<file path="src/rtl/uart2wb_burst.sv">
// uart2wb_burst: UART host bridge to a pipelined Wishbone master.
// Byte commands drive single/burst accesses and return one status byte.

module uart_core #(
  parameter int unsigned DIV = 867
) (
  input  logic       clk,
  input  logic       rst_n,
  input  logic       txen,
  input  logic       rxen,
  input  logic [7:0] tx_data,
  input  logic       tx_valid,
  output logic       tx_ready,
  output logic       txd,
  input  logic       rxd,
  output logic [7:0] rx_data,
  output logic       rx_valid
);
  localparam int CW = (DIV < 2) ? 1 : $clog2(DIV + 1);
  localparam logic [CW-1:0] FULL = CW'(DIV);
  localparam logic [CW-1:0] HALF = CW'(DIV / 2);

  logic          tx_busy_q, tx_busy_d;
  logic [9:0]    tx_sh_q, tx_sh_d;
  logic [3:0]    tx_bit_q, tx_bit_d;
  logic [CW-1:0] tx_cnt_q, tx_cnt_d;
  logic          rx_s1_q, rx_s2_q;
  logic          rx_busy_q, rx_busy_d;
  logic [7:0]    rx_sh_q, rx_sh_d;
  logic [3:0]    rx_bit_q, rx_bit_d;
  logic [CW-1:0] rx_cnt_q, rx_cnt_d;
  logic [7:0]    rx_data_q, rx_data_d;
  logic          rx_valid_q, rx_valid_d;

  assign tx_ready = txen & ~tx_busy_q;
  assign txd      = tx_sh_q[0];
  assign rx_data  = rx_data_q;
  assign rx_valid = rx_valid_q;

  always_comb begin
    tx_busy_d = tx_busy_q;
    tx_sh_d   = tx_sh_q;
    tx_bit_d  = tx_bit_q;
    tx_cnt_d  = tx_cnt_q;
    if (!tx_busy_q) begin
      if (tx_valid && tx_ready) begin
        tx_busy_d = 1'b1;
        tx_sh_d   = {1'b1, tx_data, 1'b0};
        tx_bit_d  = '0;
        tx_cnt_d  = '0;
      end
    end else if (tx_cnt_q == FULL) begin
      tx_cnt_d = '0;
      tx_sh_d  = {1'b1, tx_sh_q[9:1]};
      if (tx_bit_q == 4'd9) tx_busy_d = 1'b0;
      else tx_bit_d = tx_bit_q + 4'd1;
    end else begin
      tx_cnt_d = tx_cnt_q + 1'b1;
    end
  end

  // Start bit is re-checked at half a bit, later bits sampled mid-cell
  always_comb begin
    rx_busy_d  = rx_busy_q;
    rx_sh_d    = rx_sh_q;
    rx_bit_d   = rx_bit_q;
    rx_cnt_d   = rx_cnt_q;
    rx_data_d  = rx_data_q;
    rx_valid_d = 1'b0;
    if (!rx_busy_q) begin
      if (rxen && !rx_s2_q) begin
        rx_busy_d = 1'b1;
        rx_bit_d  = '0;
        rx_cnt_d  = '0;
      end
    end else if (rx_cnt_q == ((rx_bit_q == 4'd0) ? HALF : FULL)) begin
      rx_cnt_d = '0;
      rx_bit_d = rx_bit_q + 4'd1;
      if (rx_bit_q == 4'd0) begin
        if (rx_s2_q) rx_busy_d = 1'b0;
      end else if (rx_bit_q == 4'd9) begin
        rx_busy_d  = 1'b0;
        rx_valid_d = rx_s2_q;
        rx_data_d  = rx_sh_q;
      end else begin
        rx_sh_d = {rx_s2_q, rx_sh_q[7:1]};
      end
    end else begin
      rx_cnt_d = rx_cnt_q + 1'b1;
    end
  end

  always_ff @(posedge clk) begin
    if (!rst_n) begin
      tx_busy_q  <= 1'b0;
      tx_sh_q    <= '1;
      tx_bit_q   <= '0;
      tx_cnt_q   <= '0;
      rx_s1_q    <= 1'b1;
      rx_s2_q    <= 1'b1;
      rx_busy_q  <= 1'b0;
      rx_sh_q    <= '0;
      rx_bit_q   <= '0;
      rx_cnt_q   <= '0;
      rx_data_q  <= '0;
      rx_valid_q <= 1'b0;
    end else begin
      tx_busy_q  <= tx_busy_d;
      tx_sh_q    <= tx_sh_d;
      tx_bit_q   <= tx_bit_d;
      tx_cnt_q   <= tx_cnt_d;
      rx_s1_q    <= rxd;
      rx_s2_q    <= rx_s1_q;
      rx_busy_q  <= rx_busy_d;
      rx_sh_q    <= rx_sh_d;
      rx_bit_q   <= rx_bit_d;
      rx_cnt_q   <= rx_cnt_d;
      rx_data_q  <= rx_data_d;
      rx_valid_q <= rx_valid_d;
    end
  end
endmodule

module uart2wb_burst #(
  parameter int ADDR_BYTE = 2,
  parameter int DATA_BYTE = 2,
  parameter int BAUD_RATE = 115200,
  parameter int CLK_FREQ  = 100,
  parameter int ADDR_INC  = 1,
  parameter int TIMEOUT   = 255,
  parameter int AW        = 8 * ADDR_BYTE,
  parameter int DW        = 8 * DATA_BYTE
) (
  input  logic          clk,
  input  logic          rst_n,
  input  logic          enable,
  output logic          uart_txd,
  input  logic          uart_rxd,
  output logic          rst_n_out,
  output logic          busy,
  output logic          wb_cyc_o,
  output logic          wb_stb_o,
  output logic          wb_we_o,
  output logic [AW-1:0] wb_adr_o,
  output logic [DW-1:0] wb_dat_o,
  input  logic [DW-1:0] wb_dat_i,
  input  logic          wb_ack_i,
  input  logic          wb_err_i,
  input  logic          wb_stall_i
);
  localparam int DIV = CLK_FREQ * 1000000 / BAUD_RATE - 1;
  localparam int TW  = (TIMEOUT < 2) ? 1 : $clog2(TIMEOUT);

  typedef enum logic [2:0] {
    S_IDLE, S_ADDR, S_LEN, S_DATA,
    S_ACCESS, S_WAIT, S_SEND, S_STATUS
  } state_t;

  state_t        state_q, state_d;
  logic          wr_q, wr_d;
  logic          burst_q, burst_d;
  logic [7:0]    cnt_q, cnt_d;
  logic [7:0]    words_q, words_d;
  logic [TW-1:0] tmo_q, tmo_d;
  logic          err_q, err_d;
  logic          cyc_q, cyc_d;
  logic          stb_q, stb_d;
  logic          we_q, we_d;
  logic [AW-1:0] adr_q, adr_d;
  logic [DW-1:0] dat_q, dat_d;
  logic [7:0]    tx_data_q, tx_data_d;
  logic          tx_valid_q, tx_valid_d;
  logic          rst_out_q, rst_out_d;
  logic          tx_ready, rx_valid;
  logic [7:0]    rx_data;

  uart_core #(.DIV(DIV)) u_uart (
    .clk      (clk),
    .rst_n    (rst_n),
    .txen     (enable),
    .rxen     (enable),
    .tx_data  (tx_data_q),
    .tx_valid (tx_valid_q),
    .tx_ready (tx_ready),
    .txd      (uart_txd),
    .rxd      (uart_rxd),
    .rx_data  (rx_data),
    .rx_valid (rx_valid)
  );

  assign rst_n_out = rst_out_q;
  assign busy      = (state_q != S_IDLE);
  assign wb_cyc_o  = cyc_q;
  assign wb_stb_o  = stb_q;
  assign wb_we_o   = we_q;
  assign wb_adr_o  = adr_q;
  assign wb_dat_o  = dat_q;

  always_comb begin
    state_d    = state_q;
    wr_d       = wr_q;
    burst_d    = burst_q;
    cnt_d      = cnt_q;
    words_d    = words_q;
    tmo_d      = tmo_q;
    err_d      = err_q;
    cyc_d      = cyc_q;
    stb_d      = stb_q;
    we_d       = we_q;
    adr_d      = adr_q;
    dat_d      = dat_q;
    tx_data_d  = tx_data_q;
    tx_valid_d = tx_valid_q;
    rst_out_d  = rst_out_q;
    unique case (state_q)
      S_IDLE: if (rx_valid) begin
        cnt_d   = '0;
        words_d = '0;
        err_d   = 1'b0;
        case (rx_data)
          8'h01: begin wr_d = 1'b0; burst_d = 1'b0; state_d = S_ADDR; end
          8'h02: begin wr_d = 1'b1; burst_d = 1'b0; state_d = S_ADDR; end
          8'h03: begin wr_d = 1'b0; burst_d = 1'b1; state_d = S_ADDR; end
          8'h04: begin wr_d = 1'b1; burst_d = 1'b1; state_d = S_ADDR; end
          8'hFE: rst_out_d = 1'b0;
          8'hFF: rst_out_d = 1'b1;
          default: ;
        endcase
      end
      S_ADDR: if (rx_valid) begin
        adr_d = (adr_q >> 8) | (AW'(rx_data) << (AW - 8));
        cnt_d = cnt_q + 8'd1;
        if (cnt_q == 8'(ADDR_BYTE - 1)) begin
          cnt_d   = '0;
          state_d = burst_q ? S_LEN : (wr_q ? S_DATA : S_ACCESS);
        end
      end
      S_LEN: if (rx_valid) begin
        words_d = rx_data;
        state_d = wr_q ? S_DATA : S_ACCESS;
      end
      S_DATA: if (rx_valid) begin
        dat_d = (dat_q >> 8) | (DW'(rx_data) << (DW - 8));
        cnt_d = cnt_q + 8'd1;
        if (cnt_q == 8'(DATA_BYTE - 1)) begin
          cnt_d   = '0;
          state_d = S_ACCESS;
        end
      end
      S_ACCESS, S_WAIT: begin
        if (state_q == S_ACCESS && !wb_stall_i) begin
          stb_d   = 1'b0;
          state_d = S_WAIT;
        end
        // A zero-wait slave may answer in the cycle the strobe is taken
        if ((state_q == S_WAIT || !wb_stall_i) && (wb_ack_i || wb_err_i)) begin
          cyc_d = 1'b0;
          stb_d = 1'b0;
          we_d  = 1'b0;
          if (wb_err_i) begin
            err_d   = 1'b1;
            state_d = S_STATUS;
          end else begin
            adr_d = adr_q + AW'(ADDR_INC);
            if (!wr_q) begin
              dat_d   = wb_dat_i;
              state_d = S_SEND;
            end else if (words_q != 8'd0) begin
              words_d = words_q - 8'd1;
              state_d = S_DATA;
            end else begin
              state_d = S_STATUS;
            end
          end
        end else if (tmo_q == TW'(TIMEOUT - 1)) begin
          cyc_d   = 1'b0;
          stb_d   = 1'b0;
          we_d    = 1'b0;
          err_d   = 1'b1;
          state_d = S_STATUS;
        end else begin
          tmo_d = tmo_q + 1'b1;
        end
      end
      S_SEND: if (tx_valid_q && tx_ready) begin
        dat_d     = dat_q >> 8;
        tx_data_d = dat_d[7:0];
        cnt_d     = cnt_q + 8'd1;
        if (cnt_q == 8'(DATA_BYTE - 1)) begin
          tx_valid_d = 1'b0;
          if (words_q != 8'd0) begin
            words_d = words_q - 8'd1;
            state_d = S_ACCESS;
          end else begin
            state_d = S_STATUS;
          end
        end
      end
      S_STATUS: if (tx_valid_q && tx_ready) begin
        tx_valid_d = 1'b0;
        state_d    = S_IDLE;
      end
      default: state_d = S_IDLE;
    endcase
    if (state_d == S_ACCESS && state_q != S_ACCESS) begin
      cyc_d = 1'b1;
      stb_d = 1'b1;
      we_d  = wr_q;
      tmo_d = '0;
    end
    if (state_d == S_SEND && state_q != S_SEND) begin
      tx_data_d  = dat_d[7:0];
      tx_valid_d = 1'b1;
      cnt_d      = '0;
    end
    if (state_d == S_STATUS && state_q != S_STATUS) begin
      tx_data_d  = err_d ? 8'hEE : 8'hA5;
      tx_valid_d = 1'b1;
    end
  end

  always_ff @(posedge clk) begin
    if (!rst_n) begin
      state_q    <= S_IDLE;
      wr_q       <= 1'b0;
      burst_q    <= 1'b0;
      cnt_q      <= '0;
      words_q    <= '0;
      tmo_q      <= '0;
      err_q      <= 1'b0;
      cyc_q      <= 1'b0;
      stb_q      <= 1'b0;
      we_q       <= 1'b0;
      adr_q      <= '0;
      dat_q      <= '0;
      tx_data_q  <= '0;
      tx_valid_q <= 1'b0;
      rst_out_q  <= 1'b1;
    end else begin
      state_q    <= state_d;
      wr_q       <= wr_d;
      burst_q    <= burst_d;
      cnt_q      <= cnt_d;
      words_q    <= words_d;
      tmo_q      <= tmo_d;
      err_q      <= err_d;
      cyc_q      <= cyc_d;
      stb_q      <= stb_d;
      we_q       <= we_d;
      adr_q      <= adr_d;
      dat_q      <= dat_d;
      tx_data_q  <= tx_data_d;
      tx_valid_q <= tx_valid_d;
      rst_out_q  <= rst_out_d;
    end
  end
endmodule
</file>
<file path="config.mk">
export PLATFORM = sky130hd
export DESIGN_NAME = uart2wb_burst
export DESIGN_NICKNAME = d
export VERILOG_FILES = /design/src/rtl/uart2wb_burst.sv
export SDC_FILE = /design/constraint.sdc
export NUM_CORES = 1
export LEC_CHECK = 0
export CORE_AREA = 2 2 106 133
export DETAILED_ROUTE_END_ITERATION = 12
export DIE_AREA = 0 0 108 135
export PLACE_DENSITY_LB_ADDON = 0.12
export SLEW_MARGIN = 20
export SYNTH_ARGS = -nofsm -noshare
export SYNTH_HDL_FRONTEND = slang
export SYNTH_SLANG_ARGS = --single-unit
</file>
<file path="constraint.sdc">
create_clock -name clk -period 3.29 [get_ports clk]
set_clock_uncertainty 0.05 [all_clocks]
set_input_delay 0.329 -clock clk [delete_from_list [all_inputs] [get_ports clk]]
set_output_delay 0.329 -clock clk [all_outputs]
set_load 0.01 [all_outputs]
</file>
======== Word level (Yosys, flattened, before mapping) ========
Cells that the tools add are included.
storage, ports and cells
  bits of input ports ..................... 23
  logic and storage cells ................. 245
  output and inout port bits .............. 38
  bits in registers ....................... 134
operators by class
  bitwise operators ....................... 11
  add/subtract/negate cells ............... 8
  muxes and demuxes ....................... 99
  eq/ne operators ......................... 42
  reductions and logical operators ........ 57
operators by type and width
  kind                                           number
  2-to-1 mux 16 bit                              8
  2-to-1 mux 8 bit                               15
  2-to-1 mux 10 bit                              10
  2-to-1 mux 3 bit                               18
  one-hot mux 16 bit (3 select lines)            1
  OR 8 x 16 -> 16 bit                            2
  one-hot mux 16 bit (2 select lines)            1
  one-hot mux 8 bit (4 select lines)             1
  2-to-1 mux 1 bit                               29
  2-to-1 mux 4 bit                               7
  == test 8 bit, second input constant           3
  one-hot mux 8 bit (3 select lines)             1
  == test 3 bit, second input constant           7
  one-hot mux 3 bit (7 select lines)             1
  adder 10 x 1 -> 10 bit, second input constant  2
  AND reduction 4 bit                            5
  != test 2 bit, second input constant           9
  nonzero test 3 bit                             6
  adder 16 x 1 -> 16 bit, second input constant  1
  adder 8 x 1 -> 8 bit, second input constant    2
  == test 8 x 1 -> 1 bit, second input constant  2
  == test 8 x 2 -> 1 bit, second input constant  2
  OR reduction 2 bit                             8
  AND reduction 3 bit                            5
  other kinds (29)                               71

======== Longest topological paths before layout ========
Gate-level depths: netlist of run 1.
  depth in word-level cells ............... 10
  depth in mapped cells ................... 11
  depth with buffers taken out ............ 9

======== Cells and area by module ========
From an unflattened synthesis of run 1, not the netlist that was laid out.
unflattened totals
  cells, all modules ...................... 854
  area, all modules ....................... 7090.6 um^2
by module, submodules not included
  module         times used  area an instance (um^2)  cells an instance  seq. area each (um^2)
  uart2wb_burst  1           4342.9                   551                1501.4
  uart_core      1           2747.6                   303                1161.1

======== Worst setup path after synthesis of run 1 ========
OpenSTA, ideal clock, no wires.
  path kind ............................... register to register
  from .................................... register u_uart.rx_bit_q[0]
  to ...................................... register u_uart.rx_sh_q[0]
  cell stages (with the launch flop) ...... 10
  arrival time ............................ 2203 ps
  data required time ...................... 3112 ps
  clock period less this slack ............ 2381 ps
  path slack .............................. 909 ps
  path buffers ............................ 0
  setup time .............................. 128 ps
  cell sequence ........................... dfxtp_1 > inv_1 > ha_1 > nor3b_2 > or3_1 > a21oi_2 > nand2_2 > nor3_4 > mux2i_1 > nor2_1
between the ends
  longest elaborated chain between the ends .. 4
  elaborated cells on any way between the ends .. 7
  those cells by class .................... eq/ne: 2; mux: 1; bitwise: 2; reduce/logical: 2
ends and longest elaborated chain
  what                             line    source
  start: declaration               30      logic [3:0] rx_bit_q, rx_bit_d;
  start signal: assignment         116     rx_bit_q <= rx_bit_d;
  zero test 4 bit                  76, 79
  2-to-1 mux 10 bit                76      end else if (rx_cnt_q == ((rx_bit_q == 4'd0) ? HALF : FULL)) begin
  == test 10 bit                   76
  AND reduction 4 bit (no line) *  -
  end signal: assignment           115     rx_sh_q <= rx_sh_d;
  end: declaration                 29      logic [7:0] rx_sh_q, rx_sh_d;
Mark *: on every way between the ends. The rest lies on a longest branch, timed or not.
A chain may end at the register's enable or synchronous reset.

======== Final worst setup path of run 1 ========
  from .................................... register state_q[0]
  to ...................................... register dat_q[4], in the netlist wb_dat_o[4]
between the ends
  longest elaborated chain between the ends .. 5
  elaborated cells on any way between the ends .. 9
  those cells by class .................... eq/ne: 4; mux: 2; reduce/logical: 3
ends and longest elaborated chain
  what                                   line      source
  start: declaration                     159       state_t state_q, state_d;
  start signal: assignment               340       state_q <= state_d;
  == test 3 bit                          215, 256
  logical OR 1 bit                       256       if ((state_q == S_WAIT || !wb_stall_i) && (wb_ack_i || wb_err_i)) begin
  logical AND 1 bit                      256
  2-to-1 mux 16 bit                      256
  one-hot mux 16 bit (3 select lines) *  215       unique case (state_q)
  end signal: assignment                 351       dat_q <= dat_d;
  end: declaration                       170       logic [DW-1:0] dat_q, dat_d;
Mark *: on every way between the ends. The rest lies on a longest branch, timed or not. The select of a mux whose other input is x is not followed.

==> results of run 1 <==
==> metal layers <==
layer | up-vias | part of all wire | global-route usage | routed length (µm)
li1 | 3182 | - | - | -
met4 | 0 | 0.030 | 0.120 | 549
met5 | - | 0 | 0 | 0
met1 | 3114 | 0.41 | 0.312 | 7590
met3 | 51 | 0.061 | 0.0560 | 1120
met2 | 231 | 0.50 | 0.445 | 9090
==> cells in the mapped netlist (all sizes together) (3+ instances only) <==
cell	count
dfxtp	133
nand2	106
nor2	100
a21oi	75
o21ai	44
nand3	43
clkbuf	40
nor3	23
mux2i	18
xor2	16
a31oi	14
ha	14
inv	14
nand4	14
buf	12
a22oi	11
nand2b	11
nand3b	11
o211ai	11
a211oi	9
a311oi	9
and3	9
nor2b	9
nor3b	9
and2	8
nor4	7
or3	7
a21o	5
o211a	5
o221ai	5
xnor2	5
nand4b	4
a32oi	3
and4	3
mux2	3
nor4b	3
o21a	3
==> worst max-delay path: stages (launching register included) <==
cell and delay, ns:
dfxtp_1 0.59, buf_4 0.25, nor2b_1 0.09, o311ai_1 0.50
nand4b_4 0.24, nor3b_2 0.48, buf_4 0.26, a22oi_1 0.10
a21oi_1 0.15
==> power groups by stage <==
stage | registers, W | clock network [W] | logic, W
after global placement | 0.00165 | 0 | 0.0000852
after floorplan | 0.00165 | 0 | 0.0000418
after global routing | 0.00162 | 0.00192 | 0.0000928
after CTS | 0.00162 | 0.00185 | 0.0000857
after detailed placement | 0.00165 | 0 | 0.0000853
final | 0.00162 | 0.00183 | 0.0000861
==> worst max path at each step <==
| stage | end | slack [ns] | depth (start not counted) |
|---|---|---|---|
| after floorplan | u_uart.rx_sh_q[0]$_SDFFE_PN0P_ | 0.91 | 9 |
| after CTS | tmo_q[1]$_SDFFE_PP0P_ | 0.53 | 8 |
| after global placement | tx_data_q[4]$_SDFFE_PN0P_ | 0.46 | 9 |
| after detailed placement | tx_data_q[4]$_SDFFE_PN0P_ | 0.34 | 9 |
| final | wb_dat_o[4]$_SDFF_PN0_ | 0.49 | 8 |
| after global routing | wb_dat_o[4]$_SDFF_PN0_ | 0.28 | 8 |
==> flip-flops by register name (all words and copies together) (netlist names), 9 cells and up <==
| name | cells |
|---|---|
| u_uart.tx_cnt_q | 10 |
| u_uart.tx_sh_q | 9 |
| u_uart.rx_cnt_q | 10 |
| wb_dat_o | 16 |
| wb_adr_o | 16 |
==> layout make-up <==
class,instances,area (µm²)
Clock buffer,24,502
Fill cell,1173,5000
Multi-Input combinational cell,652,3960
Inverter,14,52.6
Timing Repair Buffer,82,778
Sequential cell,133,2660
Clock inverter,7,71.3
Tap cell,171,214
==> layout by cell type, fill, tap and decap left out, drive strengths merged, types with 5 or more instances in the layout <==
| master | count |
|---|---|
| and3 | 9 |
| nor4 | 7 |
| buf | 22 |
| xnor2 | 5 |
| a31oi | 14 |
| a22oi | 11 |
| clkbuf | 24 |
| a311oi | 9 |
| nand3b | 11 |
| ha | 14 |
| o221ai | 5 |
| nor2 | 100 |
| nand2b | 11 |
| mux2i | 18 |
| nor2b | 9 |
| or3 | 7 |
| nor3 | 23 |
| dfxtp | 133 |
| inv | 14 |
| a21o | 5 |
| nor3b | 9 |
| clkdlybuf4s50 | 60 |
| and2 | 8 |
| a21oi | 75 |
| o21ai | 44 |
| nand2 | 106 |
| o211ai | 11 |
| nand4 | 14 |
| nand3 | 43 |
| o211a | 5 |
| a211oi | 9 |
| xor2 | 16 |
==> stage by stage <==
step	hold WS, ns	area (µm²)
floorplan	0.336	6900
global route	0.397	8240
finish	0.367	8240
detailed placement	0.353	7660
CTS	0.371	8240
global placement	0.348	7660
==> kinds of logic (layout without fill, tap and decap cells) <==
| group | Yosys count | in the layout |
|---|---|---|
| xor+xnor | 21 | 21 |
| mux | 21 | 21 |
| flops | 133 | 133 |
| buf+inv | 66 | 127 |
| simple gates | 378 | 378 |
| compound gates | 218 | 218 |
| fa+ha+maj | 14 | 14 |
==> flow_metrics.env, run 1 <==
export IMPL_pwr_share_seq=0.458
export IMPL_fin_ws_ns=0.493
export IMPL_p_per_area_nw_per_um2=429
export IMPL_finalSetupViolations=0
export IMPL_ctsResizeCount=0
export IMPL_synthMuxAreaShare=0.0310
export IMPL_worstHoldStart="u_uart.rx_s1_q$_SDFF_PN1_"
export IMPL_required_ns=3.59
export IMPL_startpoint="state_q[0]$_SDFF_PN0_"
export IMPL_dpl_hpwl_um=12900
export IMPL_die_y_um=135
export IMPL_synth_cells=851
export IMPL_power_w=0.00353
export IMPL_clk_latency_ns=0.42
export IMPL_start_util=0.522
export IMPL_synth_top_family_by_area="simple AND/OR/NAND/NOR gates"
export IMPL_ys_seq_area_frac=0.386
export IMPL_worstPathArrival_ns=3.09
export IMPL_maxCapViolCount=0
export IMPL_min_to="u_uart.rx_s2_q$_SDFF_PN1_"
export IMPL_synth_compound_area_frac=0.208
export IMPL_internal_power_w=0.00278
export IMPL_rr_endpoint="wb_dat_o[4]$_SDFF_PN0_"
export IMPL_cts_root_buffer_cell="clkbuf_16"
export IMPL_ys_async_sr_fraction=0
export IMPL_utilization=0.622
export IMPL_drc=0
export IMPL_synth_seq_cells=133
export IMPL_cts_htree_levels=4
export IMPL_pre_cts_ws_ns=0.344
export IMPL_port_buffers=60
export IMPL_routed_via_density=6.07
export IMPL_grt_pass1_vias=6365
export IMPL_finalMaxSlewViolations=0
export IMPL_path_max_fanout=14
export IMPL_instances_no_fill=1083
export IMPL_p_sw_frac=0.212
export IMPL_leakage_nw=2.91
export IMPL_drive_above_1_share=0.0888
export IMPL_syn_nets=888
export IMPL_finalHoldViolCount=0
export IMPL_power_switching_w=0.000748
export IMPL_fin_tns_setup_ns=0
export IMPL_max_slew_margin_rel=0.443
export IMPL_cts_path_max_buffers=2
export IMPL_via_count=6578
export IMPL_ant_nets=0
export IMPL_avgSynthCellArea_um2=8.11
export IMPL_grt_max_degree=46
export IMPL_synthAdderAreaFrac=0.0254
export IMPL_cts_tree="done"
export IMPL_synth_edf_count=0
export IMPL_drtIter0Drc=474
export IMPL_grt_overflow_total=0
export IMPL_synth_area_leaders="dfxtp_1 39%, nand2_1 5.7%, nor2_1 5.4%"
export IMPL_path_clk_slew_ns=0.06
export IMPL_synth_simple_gate_area_frac=0.282
export IMPL_cts_sinks=133
export IMPL_postCtsHoldBufs=0
export IMPL_ir_drop_v=0.000339
export IMPL_worst_setup_path_end_kind="register"
export IMPL_synth_cell_types=79
export IMPL_hp_class="reg2reg"
export IMPL_yosys_area_top_type="dfxtp_1"
export IMPL_syn_cell_area_um2=6900
export IMPL_r2r_start="state_q[0]$_SDFF_PN0_"
export IMPL_die_w_um=108
export IMPL_r2r_slack_ns=0.49
export IMPL_die_area_um2=14600
export IMPL_grt_antenna_before_repair=0
export IMPL_cts_setup_buffers=0
export IMPL_clkPwrFrac=0.517
export IMPL_antennaDiodeCount=0
export IMPL_synth_ff_type="dfxtp_1"
export IMPL_startpoint_type="register"
export IMPL_final_min_clock_period_ns=2.80
export IMPL_pwr_share_comb=0.024
export IMPL_io_pins=61
export IMPL_synth_xor_area_frac=0.0266
export IMPL_nNetsFinal=937
export IMPL_timing_fmax_ghz=0.358
export IMPL_core_area_um2=13200
export IMPL_dp_cells=1052
export IMPL_netlist_area_leader_share=0.386
export IMPL_cts_buffers_inserted=17
export IMPL_drt_wirelength_per_cell_um=16.9
export IMPL_status="finished clean"
export IMPL_dr_pass1_iters=5
export IMPL_rsz0062_at_grt="false"
export IMPL_hold_depth=1
export IMPL_std_cell_rows=47
export IMPL_yosys_warnings=0
export IMPL_grt_usage=0.261
export IMPL_gp_congestion=0.913
export IMPL_drt_total_wl_um=18300
export IMPL_rr_worst_depth=8
export IMPL_critical_path_class="reg2reg"
export IMPL_area_growth_pct=19.3
export IMPL_worst_pin_slew_ns=0.835
export IMPL_grt_pass1_wl_um=30300
export IMPL_timing_final_crit_share=0.850
Note: power is estimated with default switching activity, not from simulation.
==> inputs of run 2 (changes only) <==
--- a/config.mk
+++ b/config.mk
@@ -8,6 +8,7 @@
 export CORE_AREA = 2 2 106 133
 export DETAILED_ROUTE_END_ITERATION = 12
 export DIE_AREA = 0 0 108 135
+export GPL_ROUTABILITY_DRIVEN = 0
 export PLACE_DENSITY_LB_ADDON = 0.12
 export SLEW_MARGIN = 20
 export SYNTH_ARGS = -nofsm -noshare
==> results of run 2 <==
Same layout as run 1: the final DEF is identical, and so are final timing and power.
